===== config.mk =====
export PLATFORM = sky130hd
export DESIGN_NAME = t5_bus_arb
export DESIGN_NICKNAME = d
export VERILOG_FILES = /design/src/rtl/t5_bus_arb_pkg.sv /design/src/rtl/t5_bus_arb.sv
export SDC_FILE = /design/constraint.sdc
export NUM_CORES = 1
export LEC_CHECK = 0
export BUFFER_PORTS_ARGS = -buffer_cell sky130_fd_sc_hd__buf_4
export CORE_AREA = 2 2 103 105
export CTS_CLUSTER_DIAMETER = 60
export DETAILED_ROUTE_END_ITERATION = 12
export DIE_AREA = 0 0 105 107
export SYNTH_ARGS = -nofsm -noshare
export SYNTH_HDL_FRONTEND = slang
export SYNTH_SLANG_ARGS = --single-unit
export TNS_END_PERCENT = 100

===== constraint.sdc =====
create_clock -name sclk -period 4.1 [get_ports sclk]
set_input_delay 1.025 -clock sclk [delete_from_list [all_inputs] [get_ports sclk]]
set_output_delay 1.025 -clock sclk [all_outputs]
set_load 0.02 [all_outputs]

===== src/rtl/t5_bus_arb_pkg.sv =====
// -----------------------------------------------------------------------------
// t5_pkg
// Shared definitions for the fetch/load-store Wishbone arbiter.
//   XLEN_DEF : default data/address width
//   arb_st_e : arbiter state encoding (idle, fetch granted, data granted)
// -----------------------------------------------------------------------------
package t5_pkg;

   localparam int XLEN_DEF = 32;

   typedef enum logic [1:0] {
      ST_IDLE = 2'd0,
      ST_IGNT = 2'd1,
      ST_DGNT = 2'd2
   } arb_st_e;

endpackage


===== src/rtl/t5_bus_arb.sv =====
// -----------------------------------------------------------------------------
// t5_bus_arb
// Shares one external Wishbone master port between instruction fetch (iwb_*)
// and the load/store unit (dwb_*). One requester is granted at a time and keeps
// the grant until ack, abort (strobe dropped) or watchdog timeout. Under
// contention the master not served last wins.
//
// State table
//   state   | meaning
//   ST_IDLE | no grant; arbitrate pending strobes for the next cycle
//   ST_IGNT | fetch master owns the shared bus
//   ST_DGNT | data master owns the shared bus
//
// Ports
//   sclk, srst          clock, async active-low reset
//   iwb_*               fetch master (adr/stb in, ack/dti out)
//   dwb_*               data master (adr/dto/sel/wre/stb in, ack/dti out)
//   bwb_*               shared bus master port (dti/ack in, rest out)
//   berr                one-cycle pulse when the watchdog ends a transfer
// -----------------------------------------------------------------------------
module t5_bus_arb
   import t5_pkg::*;
#(
   parameter int XLEN = XLEN_DEF,
   parameter int TOUT = 16
) (
   input  logic            sclk,
   input  logic            srst,
   input  logic [XLEN-3:0] iwb_adr,
   input  logic            iwb_stb,
   output logic            iwb_ack,
   output logic [XLEN-1:0] iwb_dti,
   input  logic [XLEN-3:0] dwb_adr,
   input  logic [XLEN-1:0] dwb_dto,
   input  logic [3:0]      dwb_sel,
   input  logic            dwb_wre,
   input  logic            dwb_stb,
   output logic            dwb_ack,
   output logic [XLEN-1:0] dwb_dti,
   output logic [XLEN-3:0] bwb_adr,
   output logic [XLEN-1:0] bwb_dto,
   output logic [3:0]      bwb_sel,
   output logic            bwb_wre,
   output logic            bwb_stb,
   output logic            bwb_cyc,
   input  logic [XLEN-1:0] bwb_dti,
   input  logic            bwb_ack,
   output logic            berr
);

   // Counter keeps at least one bit so TOUT=0 still elaborates; it is held at 0.
   localparam int CW = (TOUT > 0) ? $clog2(TOUT + 1) : 1;

   arb_st_e       r_st,  w_st_nxt;
   logic          r_lst, w_lst_nxt;
   logic [CW-1:0] r_cnt, w_cnt_nxt;

   logic w_ignt;
   logic w_dgnt;
   logic w_gnt_stb;
   logic w_tout;

   assign w_ignt    = (r_st == ST_IGNT);
   assign w_dgnt    = (r_st == ST_DGNT);
   assign w_gnt_stb = (w_ignt & iwb_stb) | (w_dgnt & dwb_stb);

   // A real ack in the limit cycle wins over the watchdog; an aborted
   // transfer (strobe already gone) is not timed out.
   assign w_tout = (TOUT != 0) && w_gnt_stb && !bwb_ack &&
                   (r_cnt == CW'(TOUT - 1));

   always_ff @(posedge sclk or negedge srst) begin
      if (!srst) begin
         r_st  <= ST_IDLE;
         r_lst <= 1'b0;
         r_cnt <= '0;
      end else begin
         r_st  <= w_st_nxt;
         r_lst <= w_lst_nxt;
         r_cnt <= w_cnt_nxt;
      end
   end

   always_comb begin
      w_st_nxt  = r_st;
      w_lst_nxt = r_lst;
      w_cnt_nxt = r_cnt;
      case (r_st)
         ST_IDLE: begin
            w_cnt_nxt = '0;
            // lst=0 means fetch was served last, so data wins a tie.
            if (dwb_stb && (!iwb_stb || !r_lst))
               w_st_nxt = ST_DGNT;
            else if (iwb_stb)
               w_st_nxt = ST_IGNT;
         end
         ST_IGNT, ST_DGNT: begin
            if (bwb_ack || w_tout) begin
               w_st_nxt  = ST_IDLE;
               w_lst_nxt = w_dgnt;
               w_cnt_nxt = '0;
            end else if (!w_gnt_stb) begin
               w_st_nxt  = ST_IDLE;
               w_cnt_nxt = '0;
            end else if (TOUT != 0) begin
               w_cnt_nxt = r_cnt + 1'b1;
            end
         end
         default: begin
            w_st_nxt  = ST_IDLE;
            w_cnt_nxt = '0;
         end
      endcase
   end

   assign bwb_cyc = w_ignt | w_dgnt;
   assign bwb_stb = w_gnt_stb;
   assign bwb_adr = w_dgnt ? dwb_adr : iwb_adr;
   assign bwb_dto = dwb_dto;
   assign bwb_sel = w_dgnt ? dwb_sel : (w_ignt ? 4'hF : 4'h0);
   assign bwb_wre = w_dgnt & dwb_wre;

   assign iwb_ack = w_ignt & (bwb_ack | w_tout);
   assign dwb_ack = w_dgnt & (bwb_ack | w_tout);

   // A timed-out master receives zero data rather than whatever is on the bus.
   assign iwb_dti = (w_ignt & w_tout) ? '0 : bwb_dti;
   assign dwb_dti = (w_dgnt & w_tout) ? '0 : bwb_dti;

   assign berr = w_tout;

endmodule


# After elaboration in Yosys (flattened, before gate mapping)
# Cells that the tools add are included.
dict set report word_totals {
  output_inout_bits 136
  register_bits 8
  in_bits 134
}
dict set report op_classes {
  muxes 13
  bitwise_logic 10
  eq_ne 5
  addsub 1
  reduce_logical 12
}
# op count
set op_table {}
lappend op_table {{$mux W32} 2}
lappend op_table {{$mux W30} 1}
lappend op_table {{$mux W5} 3}
lappend op_table {{$mux W2} 4}
lappend op_table {{$mux W4} 2}
lappend op_table {{$and A1 B1 Y1} 7}
lappend op_table {{$ne A3 B3 Y1 const B} 2}
lappend op_table {{$add A5 B1 Y5 const B} 1}
lappend op_table {{$eq A5 B4 Y1 const B} 1}
lappend op_table {{$pmux W2 S2} 1}
lappend op_table {{$reduce_and A2 Y1} 2}
lappend op_table {{$logic_and A1 B1 Y1} 3}
lappend op_table {{$logic_not A1 Y1} 3}
lappend op_table {{$or A1 B1 Y1} 3}
lappend op_table {{$eq A2 B1 Y1 const B} 1}
lappend op_table {{$eq A2 B2 Y1 const B} 1}
lappend op_table {{$logic_not A2 Y1} 1}
lappend op_table {{$logic_or A1 B1 Y1} 2}
lappend op_table {{$reduce_or A2 Y1} 1}

# Logic depth before layout (Yosys ltp)
# Gate-level depths: netlist of run 1.
dict set report logic_depth {
  word_depth 8
  depth_mapped 7
}

# Worst setup path after synthesis of run 1
# Ideal clock, no wire load.
dict set report synth_timing {
  path_kind {input -> output}
  start {input port bwb_ack}
  end {output port iwb_dti[10]}
  path_stages 4
  arrival_time_ns 1.808
  path_slack_ns 1.267
  n_path_buf 1
  path_cell_list {nand2b_1 > nor3b_4 > buf_6 > nor2b_1}
}
dict set report synth_via {
  elab_chain_len 5
}
# element line
set synth_rtl {}
lappend synth_rtl {{from (decl)} t5_bus_arb.sv:47} ;# input logic bwb_ack,
lappend synth_rtl {{$logic_not A1 Y1} t5_bus_arb.sv:69} ;# assign w_tout = (TOUT != 0) && w_gnt_stb && !bwb_ack &&
lappend synth_rtl {{$logic_and A1 B1 Y1 (2 in a row)} t5_bus_arb.sv:69}
lappend synth_rtl {{$and A1 B1 Y1} t5_bus_arb.sv:127} ;# assign iwb_dti = (w_ignt & w_tout) ? '0 : bwb_dti;
lappend synth_rtl {{$mux W32} t5_bus_arb.sv:127}
lappend synth_rtl {{to (decl)} t5_bus_arb.sv:32} ;# output logic [XLEN-1:0] iwb_dti,
# Every way passes these cells.

# Worst setup path in the final report of run 1
dict set report layout_timing {
  start {register r_st[0]}
  end {output port dwb_dti[29]}
}
dict set report layout_via {
  elab_chain_len 7
}
# element line
set layout_rtl {}
lappend layout_rtl {{from (decl)} t5_bus_arb.sv:54} ;# arb_st_e r_st, w_st_nxt;
lappend layout_rtl {{from (signal assigned)} t5_bus_arb.sv:78} ;# r_st <= w_st_nxt;
lappend layout_rtl {{$eq A2 B2 Y1 *} t5_bus_arb.sv:64} ;# assign w_dgnt = (r_st == ST_DGNT);
lappend layout_rtl {{named net w_dgnt} t5_bus_arb.sv:59} ;# logic w_dgnt;
lappend layout_rtl {{$and A1 B1 Y1} t5_bus_arb.sv:65} ;# assign w_gnt_stb = (w_ignt & iwb_stb) | (w_dgnt & dwb_stb);
lappend layout_rtl {{$or A1 B1 Y1} t5_bus_arb.sv:65}
lappend layout_rtl {{$logic_and A1 B1 Y1 (2 in a row)} t5_bus_arb.sv:69}
lappend layout_rtl {{$and A1 B1 Y1 *} t5_bus_arb.sv:128} ;# assign dwb_dti = (w_dgnt & w_tout) ? '0 : bwb_dti;
lappend layout_rtl {{$mux W32 *} t5_bus_arb.sv:128}
lappend layout_rtl {{to (decl)} t5_bus_arb.sv:39} ;# output logic [XLEN-1:0] dwb_dti,
# Mark *: on every way through the listed nets, which the timed path passes. The rest lies on a longest branch.

==> results by group, run 1 <==
Run status
  – Result of the run: complete, no violations

Timing
  – Highest achievable clock rate: a little under 300 MHz
  – Final hold vios: 0
  – Final critical path time including I/O delays and setup: 3.397 ns
  – Count of pins over their slew limit: 0
  – Worst clock skew: around 0.0021 ns
  – # setup viols final: 0
  – Relative max-transition margin: 54.93%
  – Total Neg Setup Slack: 0 ns
  – Final period util: 82.86%
  – Slew at the pin closest to its max-slew limit: 0.6761 ns
  – RSZ-0062 raised after global routing: no
  – Final WS setup: 0.7029 ns

Setup path
  – Register-to-register setup slack: roughly 2.2 ns
  – Largest driver fanout on the critical path: 32
  – CP Data Required Time: 3.07 ns
  – Critical path arrival: roughly 2.4 ns
  – Startpoint class of the critical path: register
  – Startpoint-to-endpoint class of the critical path: register to output pin
  – Crit. End Element: output pin

Yosys
  – Dominant register cell in the synthesized netlist: sky130_fd_sc_hd__dfrtp_1
  – Count of flip-flops with a built-in enable after synthesis: 0
  – Flop and latch count out of synthesis: 8
  – Combined area of all synthesized cells: 1617 µm²
  – Synth async-reset ratio: 100.0%
  – Fraction of the yosys area taken by sequential cells: 12.38%
  – Post-Syn Nets: 337
  – Post-Synthesis Cells: 198
  – Number of warnings issued by yosys: 0
  – Post-synthesis average cell area: 8.164 µm²
  – Count of cell types in the netlist: 29

CTS
  – Hold Buf Count CTS: 0
  – Clock root cell: sky130_fd_sc_hd__clkbuf_8
  – Clock transition at the register clock pins on the worst setup and hold paths after CTS: 0.04 ns
  – CTS sink cnt: 8
  – Number of buffers added for setup after CTS: 0
  – CTS Buf Count: 3
  – Number of H-tree levels: 1
  – Clock network latency to the later pin of the worst-skew pair: 0.23 ns
  – Post_cts resized: 0
  – Clk buf depth: 2
  – CTS tree: done

Global route
  – Global-route wire length before repair: ~8500 µm
  – Number of global-route vias before repair: 1,833
  – Total overflow reported by the global router: 0
  – Largest net degree at the start of global routing: 33
  – Overall Global Routing Usage: a little under a tenth
  – Number of antenna violations at the first check in global routing: 0

Final layout
  – Number of filler cells placed in the layout: 1,064
  – Sequential cell area: approximately 200 µm²
  – Final standard cell utilization of the core: 30.46%
  – Proportion of layout cells with a drive suffix above 1: 67.30%
  – Area of the multi-input gates: 1071 µm²
  – Post-layout net count: slightly above 500
  – Area overhead of the layout relative to synthesis: 90.17%
  – Diode count: 0
  – Design Area, Final: 3074 µm²

Place
  – Placement Cell Area: 3033 µm²
  – GP Congestion: 0.7432
  – Detailed Place HPWL: 5094 µm
  – Buffers on Ports: 205
  – Dpl ws: 0.8885 ns

Routing
  – Post-route DRC: 0
  – Final WL: 5881 µm
  – Count of vias placed by the detailed router: 1,945
  – First DRT Iteration DRCs: 74
  – Antenna Nets Post-Route: 0
  – Mean routed wirelength per cell: around 12 µm
  – Number of detailed-routing iterations run before antenna repair: 4
  – Vias per std cell: 3.867

Pwr
  – PwrDens: 368.9 nW/µm²
  – Worst VDD drop: about 210 µV
  – Leakage dissipation: 1.598 nW

Min path
  – Kind of path behind the tightest hold check: register to register

Floorplan
  – Site row count: 37
  – Die Footprint: 11,240 µm²
  – CORE AREA: 10,090 µm²
  – Top Ports: 270
  – Vertical die dimension: 107 µm
  – Starting utilization of the core area: 16.02%
  – Die width: 105 µm

Run
  – Number of max-cap violations: 0
synthesized netlist by cell type (2+ instances only):
| library cell | count | share of area, % |
|---|---|---|
| sky130_fd_sc_hd__dfrtp_1 | 8 | 12 |
| sky130_fd_sc_hd__nand2_1 | 11 | 2.6 |
| sky130_fd_sc_hd__nor2_1 | 8 | 1.9 |
| sky130_fd_sc_hd__buf_4 | 32 | 15 |
| sky130_fd_sc_hd__a32o_1 | 2 | 1.2 |
| sky130_fd_sc_hd__buf_6 | 4 | 2.8 |
| sky130_fd_sc_hd__buf_2 | 6 | 1.9 |
| sky130_fd_sc_hd__inv_1 | 7 | 1.6 |
| sky130_fd_sc_hd__a21oi_1 | 2 | 0.62 |
| sky130_fd_sc_hd__ha_1 | 5 | 3.9 |
| sky130_fd_sc_hd__a21boi_0 | 2 | 0.93 |
| sky130_fd_sc_hd__mux2_2 | 30 | 21 |
| sky130_fd_sc_hd__nor2b_1 | 65 | 25 |
cells by family (layout without fill, tap and decap cells):
| family | after synthesis | in the layout | share of synthesized area [%] |
|---|---|---|---|
| and+or+nand+nor | 92 | 92 | 34.29 |
| xor gates and xnor gates | 2 | 2 | 1.084 |
| DFF | 8 | 8 | 12.38 |
| adders and majority gates | 5 | 5 | 3.870 |
| buffers and inverters | 50 | 219 | 21.36 |
| AOI/OAI and AO/OA | 11 | 11 | 6.115 |
| muxes | 30 | 30 | 20.90 |
routing by layer:
layer,GRT usage (%),part of all wire [%],vias to the layer above,wire length (µm)
met1,9.791,36,839,2093
met5,0,0,-,0
met4,2.381,0.80,0,47
met3,3.708,14,4,823
met2,16.56,50,159,2917
li1,-,-,943,-
path summary, 6_finish.rpt:
kind | from | endpoint | depth (start not counted)
max | r_st[0] | dwb_dti[29] | 7
min | r_cnt[0] | r_cnt[0] | 1
max reg2reg | r_st[0] | r_st[1] | 6
min reg2reg | r_cnt[0] | r_cnt[0] | 1
max in group asynchronous | srst | r_cnt[2] | 1
min in group asynchronous | srst | r_st[1] | 1
flip-flops by register name (all words and copies together), names as in the netlist:
register / flops
r_cnt: 5
r_st: 2
r_lst: 1
per-stage QoR:
stage               hold slack (ns)  instances  power, mW
detailed placement           0.4526        500      1.051
floorplan                    0.4329        198     0.7237
global placement             0.4482        500      1.046
finish                       0.4537        503      1.134
global route                 0.5083        503      1.207
CTS                          0.4576        503      1.150
worst max-delay path, stage by stage (launching register included):
cell and delay, ns:
sky130_fd_sc_hd__dfrtp_1 0.39, sky130_fd_sc_hd__inv_1 0.08, sky130_fd_sc_hd__ha_1 0.59, sky130_fd_sc_hd__inv_1 0.25
sky130_fd_sc_hd__nor3_4 0.22, sky130_fd_sc_hd__buf_4 0.32, sky130_fd_sc_hd__nor2b_1 0.09, sky130_fd_sc_hd__buf_4 0.17
layout by cell type, fill, tap and decap left out, drive strengths merged:
cell type / count
o211ai: 1
mux2: 30
o31ai: 1
a21boi: 2
nand2b: 1
nor2b: 65
dfrtp: 8
buf: 208
nor3: 1
and3: 1
nor2: 8
xnor2: 1
nor3b: 2
nand2: 11
nand3: 2
a21oi: 3
ha: 5
xor2: 1
and2: 1
a32o: 2
inv: 8
a22oi: 1
a31o: 1
clkbuf: 3
power breakdown:
group	internal [mW]	switching (mW)	leakage (nW)
Sequential	0.0947	0.0117	0.109
Combinational	0.452	0.482	1.47
Clock	0.0635	0.0300	0.0216
Total	0.611	0.524	1.60
cell type report:
cell class / count / share of cell area, %
clock buffers: 3 / 1.343
inverters: 8 / 0.9768
multi-input cells: 140 / 34.84
flip-flops and latches: 8 / 6.512
well taps: 136 / 5.535
repair buffers: 208 / 50.79
(Power assumes the default switching activity.)
==> run 2: changes to the inputs <==
==> constraint.sdc (replaced) <==
create_clock -name sclk -period 2.8 [get_ports sclk]
set_input_delay 0.7 -clock sclk [delete_from_list [all_inputs] [get_ports sclk]]
set_output_delay 0.7 -clock sclk [all_outputs]
set_load 0.02 [all_outputs]
==> run 2 against run 1 <==
Via count rose by 4.1%. Sequential power is 52% higher. Power increased by 57%. Cell count rose by 2.8%. Global-route usage grew 0.81 points. Die area is the same. Sequential share of layout area fell by 0.45 points. Critical path type unchanged.
==> results by group, run 2 (synthesized netlist as in run 1, its figures left out) <==
Run status
  – Result of the run: complete, no violations (unchanged)

Timing
  – Final period util: 96.43%
  – Worst hold slack after final layout: 0.2810 ns (was 0.4537 ns)
  – Final hold vios: 0 (unchanged)
  – Highest achievable clock rate: 370.4 MHz
  – # setup viols final: 0 (unchanged)
  – Final critical path time including I/O delays and setup: roughly 2.7 ns
  – Worst clock skew: 0.003047 ns (was 0.002139 ns)
  – Count of pins over their slew limit: 0 (unchanged)
  – Relative max-transition margin: 58.13% (was 54.93%)
  – Slew at the pin closest to its max-slew limit: 0.6280 ns (was 0.6761 ns)
  – Final WS setup: 0.1001 ns (was 0.7029 ns)

Global route
  – Number of global-route vias before repair: 1,919 (was 1,833)
  – Overall Global Routing Usage: 9.928% (was 9.117%)
  – Number of antenna violations at the first check in global routing: 0 (unchanged)
  – Global-route wire length before repair: 9315 µm (was 8500 µm)
  – Largest net degree at the start of global routing: 38 (was 33)
  – Total overflow reported by the global router: 0 (unchanged)

CTS
  – Clock root cell: sky130_fd_sc_hd__clkbuf_8 (unchanged)
  – Clock transition at the register clock pins on the worst setup and hold paths after CTS: 0.04 ns (about the same)
  – Clk buf depth: 2 (unchanged)
  – CTS Buf Count: 3 (unchanged)
  – CTS tree: done (unchanged)
  – Clock network latency to the later pin of the worst-skew pair: 0.23 ns (about the same)
  – CTS sink cnt: 8 (unchanged)
  – Number of H-tree levels: 1 (unchanged)

Place
  – Number of cells in the design after placement: 504 (was 500)
  – Dpl ws: -0.1770 ns (was 0.8885 ns)
  – Buffers on Ports: 205 (unchanged)
  – GP Congestion: 0.7368 (was 0.7432)
  – Detailed Place HPWL: 5096 µm (was 5094 µm)
  – Placement Cell Area: 3075 µm² (was 3033 µm²)

Pwr
  – Share of total power in combinational logic: 83.2% (was 82.4%)
  – Net switching power of the design: 0.8185 mW (was 0.5235 mW)
  – PwrDens: 539.3 nW/µm² (was 368.9 nW/µm²)
  – Worst VDD drop: 302.3 µV (was 215.0 µV)
  – Switching part of the total: 45.93% (was 46.16%)
  – Leakage dissipation: 1.695 nW (was 1.598 nW)
  – Internal: 0.9634 mW (was 0.6106 mW)
  – Part of the power in registers: 9.1% (was 9.4%)
  – Clock network fraction of total power: 7.7% (was 8.2%)

Routing
  – Post-route DRC: 0 (unchanged)
  – Final WL: 6788 µm (was 5881 µm)
  – Antenna Nets Post-Route: 0 (unchanged)
  – Mean routed wirelength per cell: 13.13 µm (was 11.69 µm)
  – Count of vias placed by the detailed router: 2,024 (was 1,945)
  – First DRT Iteration DRCs: 52 (was 74)
  – Vias per std cell: 3.915 (was 3.867)
  – Number of detailed-routing iterations run before antenna repair: 4 (unchanged)

Setup path
  – Crit. End Element: output pin (unchanged)
  – Startpoint-to-endpoint class of the critical path: register to output pin (unchanged)
  – Critical path launch point: r_cnt[0] (was r_st[0])
  – Register-to-register setup slack: 0.88 ns (was 2.23 ns)
  – Largest driver fanout on the critical path: 8 (was 32)
  – Reg-to-reg startpoint: r_cnt[1] (was r_st[0])
  – Critical path arrival: 2.00 ns (was 2.37 ns)
  – CP Data Required Time: 2.10 ns (was 3.07 ns)
  – Startpoint class of the critical path: register (unchanged)

Min path
  – Kind of path behind the tightest hold check: input pin to async pin (was register to register)

Final layout
  – Most common cell after layout, fill and taps aside: sky130_fd_sc_hd__buf_4 (unchanged)
  – Proportion of layout cells with a drive suffix above 1: 70.08% (was 67.30%)
  – Register bank with the most flops: r_cnt (unchanged)
  – Leading registers by flop count: r_cnt: 5 flops, r_st: 2 flops, r_lst: 1 flops (unchanged)
  – Post-layout net count: 522 (was 508)
  – Diode count: 0 (unchanged)
  – Highest-count cells in the layout ignoring fill and taps: sky130_fd_sc_hd__buf_4, sky130_fd_sc_hd__nor2b_1, sky130_fd_sc_hd__mux2_2 (unchanged)
  – Number of flip-flops under the largest register name: 5 (unchanged)
  – Number of filler cells placed in the layout: 1,077 (was 1,064)
  – Design Area, Final: 3304 µm² (was 3074 µm²)
  – Final cell count without fillers: 517 (was 503)
  – Area overhead of the layout relative to synthesis: 104.4% (was 90.17%)

Floorplan
  – Vertical die dimension: 107 µm (unchanged)
  – Die Footprint: 11,240 µm² (unchanged)
  – Top Ports: 270 (unchanged)
  – Die width: 105 µm (unchanged)
  – Site row count: 37 (unchanged)
  – CORE AREA: 10,090 µm² (unchanged)
  – Starting utilization of the core area: 16.02% (unchanged)

Run
  – Number of max-cap violations: 0 (unchanged)
run 2: cell count changes in the layout (fill, tap and decap cells not counted), sizes merged:
cell,previous run,this run
buf,208,219
clkbuf,3,5
nor3,1,2
run 2: power groups by stage:
stage / Sequential [mW] / Combinational [mW] / Clock [mW]
final: 0.161 / 1.48 / 0.137
after detailed placement: 0.157 / 1.39 / 0
after CTS: 0.156 / 1.41 / 0.142
after global routing: 0.164 / 1.58 / 0.143
after floorplan: 0.153 / 0.907 / 0
after global placement: 0.156 / 1.38 / 0
run 2: final timing paths:
path / to / cells past startpoint
worst max-delay path: iwb_dti[16] / 8
worst min-delay path: r_lst / 1
worst max register to register: r_st[0] / 8
worst min register to register: r_cnt[0] / 2
max in group asynchronous: r_cnt[1] / 1
min in group sclk: r_cnt[0] / 2
run 2: area by class of cell:
type / count / area, µm² / area share, %
Sequential cell: 8 / 200.2 / 6.058
Clock buffer: 3 / 41.29 / 1.250
Timing Repair Buffer: 221 / 1735 / 52.52
Inverter: 8 / 30.03 / 0.9087
Multi-Input combinational cell: 141 / 1127 / 34.12
Tap cell: 136 / 170.2 / 5.150
run 2: per-layer routing:
layer	up-vias	part of all wire [%]	global-route usage (%)
li1	976	-	-
met1	883	38	11.16
met2	160	50	18.27
met3	5	11	3.283
met4	0	0.59	2.000
met5	-	0	0
run 2: repair_timing:
item                                    4_1_cts  5_1_grt
cloned                                        1        3
pin swaps                                     2        3
hold endpoints to repair                      0        0
buffers inserted                              3        4
resized for setup                             4       10
hold buffers                                  0        0
endpoints found under the setup margin       33       32
run 2: critical path, cell delays in order (launching register included):
cell                        delay [ns]
sky130_fd_sc_hd__dfrtp_1          0.35
sky130_fd_sc_hd__ha_2             0.18
sky130_fd_sc_hd__and3_4           0.19
sky130_fd_sc_hd__ha_4             0.15
sky130_fd_sc_hd__nand2b_4         0.07
sky130_fd_sc_hd__nor3b_4          0.38
sky130_fd_sc_hd__clkbuf_16        0.24
sky130_fd_sc_hd__nor2b_1          0.05
sky130_fd_sc_hd__buf_4            0.15
run 2: stage by stage:
step                 TNS, ns  utilization (%)  total power [mW]
floorplan                  0                -             1.060
global placement      -2.536            30.47             1.534
detailed placement    -4.288            30.47             1.544
CTS                        0            31.50             1.713
global route        -0.09559            32.74             1.886
finish                     0            32.74             1.782
==> run 3: changes to the inputs <==
--- a/config.mk
+++ b/config.mk
@@ -10,6 +10,7 @@
 export CTS_CLUSTER_DIAMETER = 60
 export DETAILED_ROUTE_END_ITERATION = 12
 export DIE_AREA = 0 0 105 107
+export PLACE_DENSITY_LB_ADDON = 0.3
 export SYNTH_ARGS = -nofsm -noshare
 export SYNTH_HDL_FRONTEND = slang
 export SYNTH_SLANG_ARGS = --single-unit
==> run 3 against run 2 <==
Critical path depth unchanged. Clock-buffer cell count did not move. Register-to-register slack gained 0.11 ns. Clock skew shrank 0.0027 ns. Critical endpoint is now iwb_dti[17].
==> results by group, run 3 (synthesized netlist as in run 1, its figures left out) <==
Run status
  – Result of the run: complete, no violations (unchanged)

Routing
  – Final WL: 6619 µm (was 6788 µm)
  – First DRT Iteration DRCs: 58 (was 52)
  – Number of detailed-routing iterations run before antenna repair: 4 (unchanged)
  – Vias per std cell: 3.893 (was 3.915)
  – Count of vias placed by the detailed router: 1,997 (was 2,024)
  – Antenna Nets Post-Route: 0 (unchanged)
  – Post-route DRC: 0 (unchanged)
  – Mean routed wirelength per cell: 12.90 µm (was 13.13 µm)

Timing
  – Count of pins over their slew limit: 0 (unchanged)
  – Final period util: 98.15% (was 96.43%)
  – Total Neg Setup Slack: 0 ns (unchanged)
  – Worst hold slack after final layout: 0.2811 ns (was 0.2810 ns)
  – Relative max-transition margin: 59.28% (was 58.13%)
  – Worst clock skew: 0.0003474 ns (was 0.003047 ns)
  – Final WS setup: 0.05176 ns (was 0.1001 ns)
  – Slew at the pin closest to its max-slew limit: 0.6108 ns (was 0.6280 ns)
  – Final critical path time including I/O delays and setup: 2.748 ns (was 2.700 ns)
  – # setup viols final: 0 (unchanged)
  – Final hold vios: 0 (unchanged)
  – Highest achievable clock rate: 363.9 MHz (was 370.4 MHz)

Pwr
  – Overall power after layout: 1.779 mW (was 1.782 mW)
  – Leakage dissipation: 1.679 nW (was 1.695 nW)
  – PwrDens: 541.3 nW/µm² (was 539.3 nW/µm²)
  – Worst VDD drop: 284.5 µV (was 302.3 µV)

CTS
  – CTS tree: done (unchanged)
  – Clock root cell: sky130_fd_sc_hd__clkbuf_8 (unchanged)
  – Number of H-tree levels: 1 (unchanged)
  – CTS sink cnt: 8 (unchanged)
  – CTS Buf Count: 3 (unchanged)
  – Clock network latency to the later pin of the worst-skew pair: 0.23 ns (about the same)
  – Clock transition at the register clock pins on the worst setup and hold paths after CTS: 0.04 ns (about the same)
  – Hold Buf Count CTS: 0 (unchanged)
  – Clk buf depth: 2 (unchanged)

Setup path
  – Critical path arrival: 2.05 ns (was 2.00 ns)
  – R2r worst-path depth: 7 (was 8)
  – CP Data Required Time: 2.10 ns (about the same)
  – Startpoint-to-endpoint class of the critical path: register to output pin (unchanged)
  – Terminus of the critical flop-to-flop path: r_st[0] (unchanged)
  – Register-to-register setup slack: 0.99 ns (was 0.88 ns)
  – Critical path endpoint: iwb_dti[17] (was iwb_dti[16])
  – Reg-to-reg startpoint: r_cnt[0] (was r_cnt[1])
  – Crit. End Element: output pin (unchanged)
  – Startpoint class of the critical path: register (unchanged)
  – Critical path launch point: r_cnt[1] (was r_cnt[0])
  – Largest driver fanout on the critical path: 8 (unchanged)

Place
  – Placement Cell Area: 3070 µm² (was 3075 µm²)
  – Dpl ws: -0.2409 ns (was -0.1770 ns)
  – Detailed Place HPWL: 5025 µm (was 5096 µm)
  – GP Congestion: 0.7055 (was 0.7368)
  – Number of cells in the design after placement: 503 (was 504)
  – Buffers on Ports: 205 (unchanged)

Floorplan
  – Top Ports: 270 (unchanged)
  – CORE AREA: 10,090 µm² (unchanged)
  – Site row count: 37 (unchanged)
  – Die Footprint: 11,240 µm² (unchanged)
  – Die width: 105 µm (unchanged)
  – Vertical die dimension: 107 µm (unchanged)
  – Starting utilization of the core area: 16.02% (unchanged)

Final layout
  – Highest-count cells in the layout ignoring fill and taps: sky130_fd_sc_hd__buf_4, sky130_fd_sc_hd__nor2b_1, sky130_fd_sc_hd__mux2_2 (unchanged)
  – Proportion of layout cells with a drive suffix above 1: 69.50% (was 70.08%)
  – Design Area, Final: 3287 µm² (was 3304 µm²)
  – Final cell count without fillers: 513 (was 517)
  – Leading registers by flop count: r_cnt: 5 flops, r_st: 2 flops, r_lst: 1 flops (unchanged)
  – Area overhead of the layout relative to synthesis: 103.3% (was 104.4%)
  – Most common cell after layout, fill and taps aside: sky130_fd_sc_hd__buf_4 (unchanged)
  – Diode count: 0 (unchanged)
  – Post-layout net count: 518 (was 522)
  – Final standard cell utilization of the core: 32.57% (was 32.74%)
  – Number of flip-flops under the largest register name: 5 (unchanged)
  – Register bank with the most flops: r_cnt (unchanged)

Run
  – Number of max-cap violations: 0 (unchanged)

Global route
  – Total overflow reported by the global router: 0 (unchanged)
  – Overall Global Routing Usage: 9.774% (was 9.928%)
  – Number of antenna violations at the first check in global routing: 0 (unchanged)
  – Global-route wire length before repair: 9066 µm (was 9315 µm)
  – Number of global-route vias before repair: 1,908 (was 1,919)
  – Largest net degree at the start of global routing: 38 (unchanged)

Min path
  – Kind of path behind the tightest hold check: input pin to async pin (unchanged)
[run 3: how the worst min path moves through the flow]
| stage | endpoint | slack [ns] | cells after the start |
|---|---|---|---|
| floorplan | r_cnt[0] | 0.40 | 0 |
| global route | r_st[0] | 0.29 | 1 |
| detailed placement | r_lst | 0.52 | 1 |
| global placement | r_cnt[0] | 0.51 | 2 |
| CTS | r_lst | 0.28 | 1 |
| finish | r_cnt[4] | 0.28 | 1 |
[run 3: power breakdown]
part | internal, mW | leakage, nW | total [mW] | switching [mW]
combinational | 0.734 | 1.55 | 1.48 | 0.748
sequential | 0.139 | 0.109 | 0.158 | 0.0193
clock | 0.0933 | 0.0216 | 0.140 | 0.0467
[run 3: routing by layer]
metal,global-route usage [%],wire [µm],up-vias
met5,0,0,-
met4,1.714,33,0
met3,3.161,710,4
met2,19.25,3638,143
met1,10.13,2236,881
li1,-,-,969
[run 3: timing repair]
action,4_1_cts,5_1_grt
setup endpoints to repair,64,32
hold endpoints to repair,0,0
pin swaps,2,1
setup buffers,2,1
cloned,1,3
gates resized for setup,3,9
[run 3: layout make-up]
| class | instances | area [µm²] |
|---|---|---|
| multi-input cells | 141 | 1127 |
| inverters | 8 | 30.03 |
| fillers | 1045 | 6805 |
| flip-flops and latches | 8 | 200.2 |
| well taps | 136 | 170.2 |
| repair buffers | 217 | 1718 |
| clock buffers | 3 | 41.29 |
[run 3: critical path, stage by stage, from the launching register on]
cell and delay (ns):
sky130_fd_sc_hd__dfrtp_1 0.35, sky130_fd_sc_hd__ha_2 0.19, sky130_fd_sc_hd__and3_4 0.19, sky130_fd_sc_hd__ha_4 0.14
sky130_fd_sc_hd__nand2b_4 0.10, sky130_fd_sc_hd__nor3b_4 0.40, sky130_fd_sc_hd__clkbuf_16 0.23, sky130_fd_sc_hd__nor2b_1 0.05
sky130_fd_sc_hd__buf_4 0.15
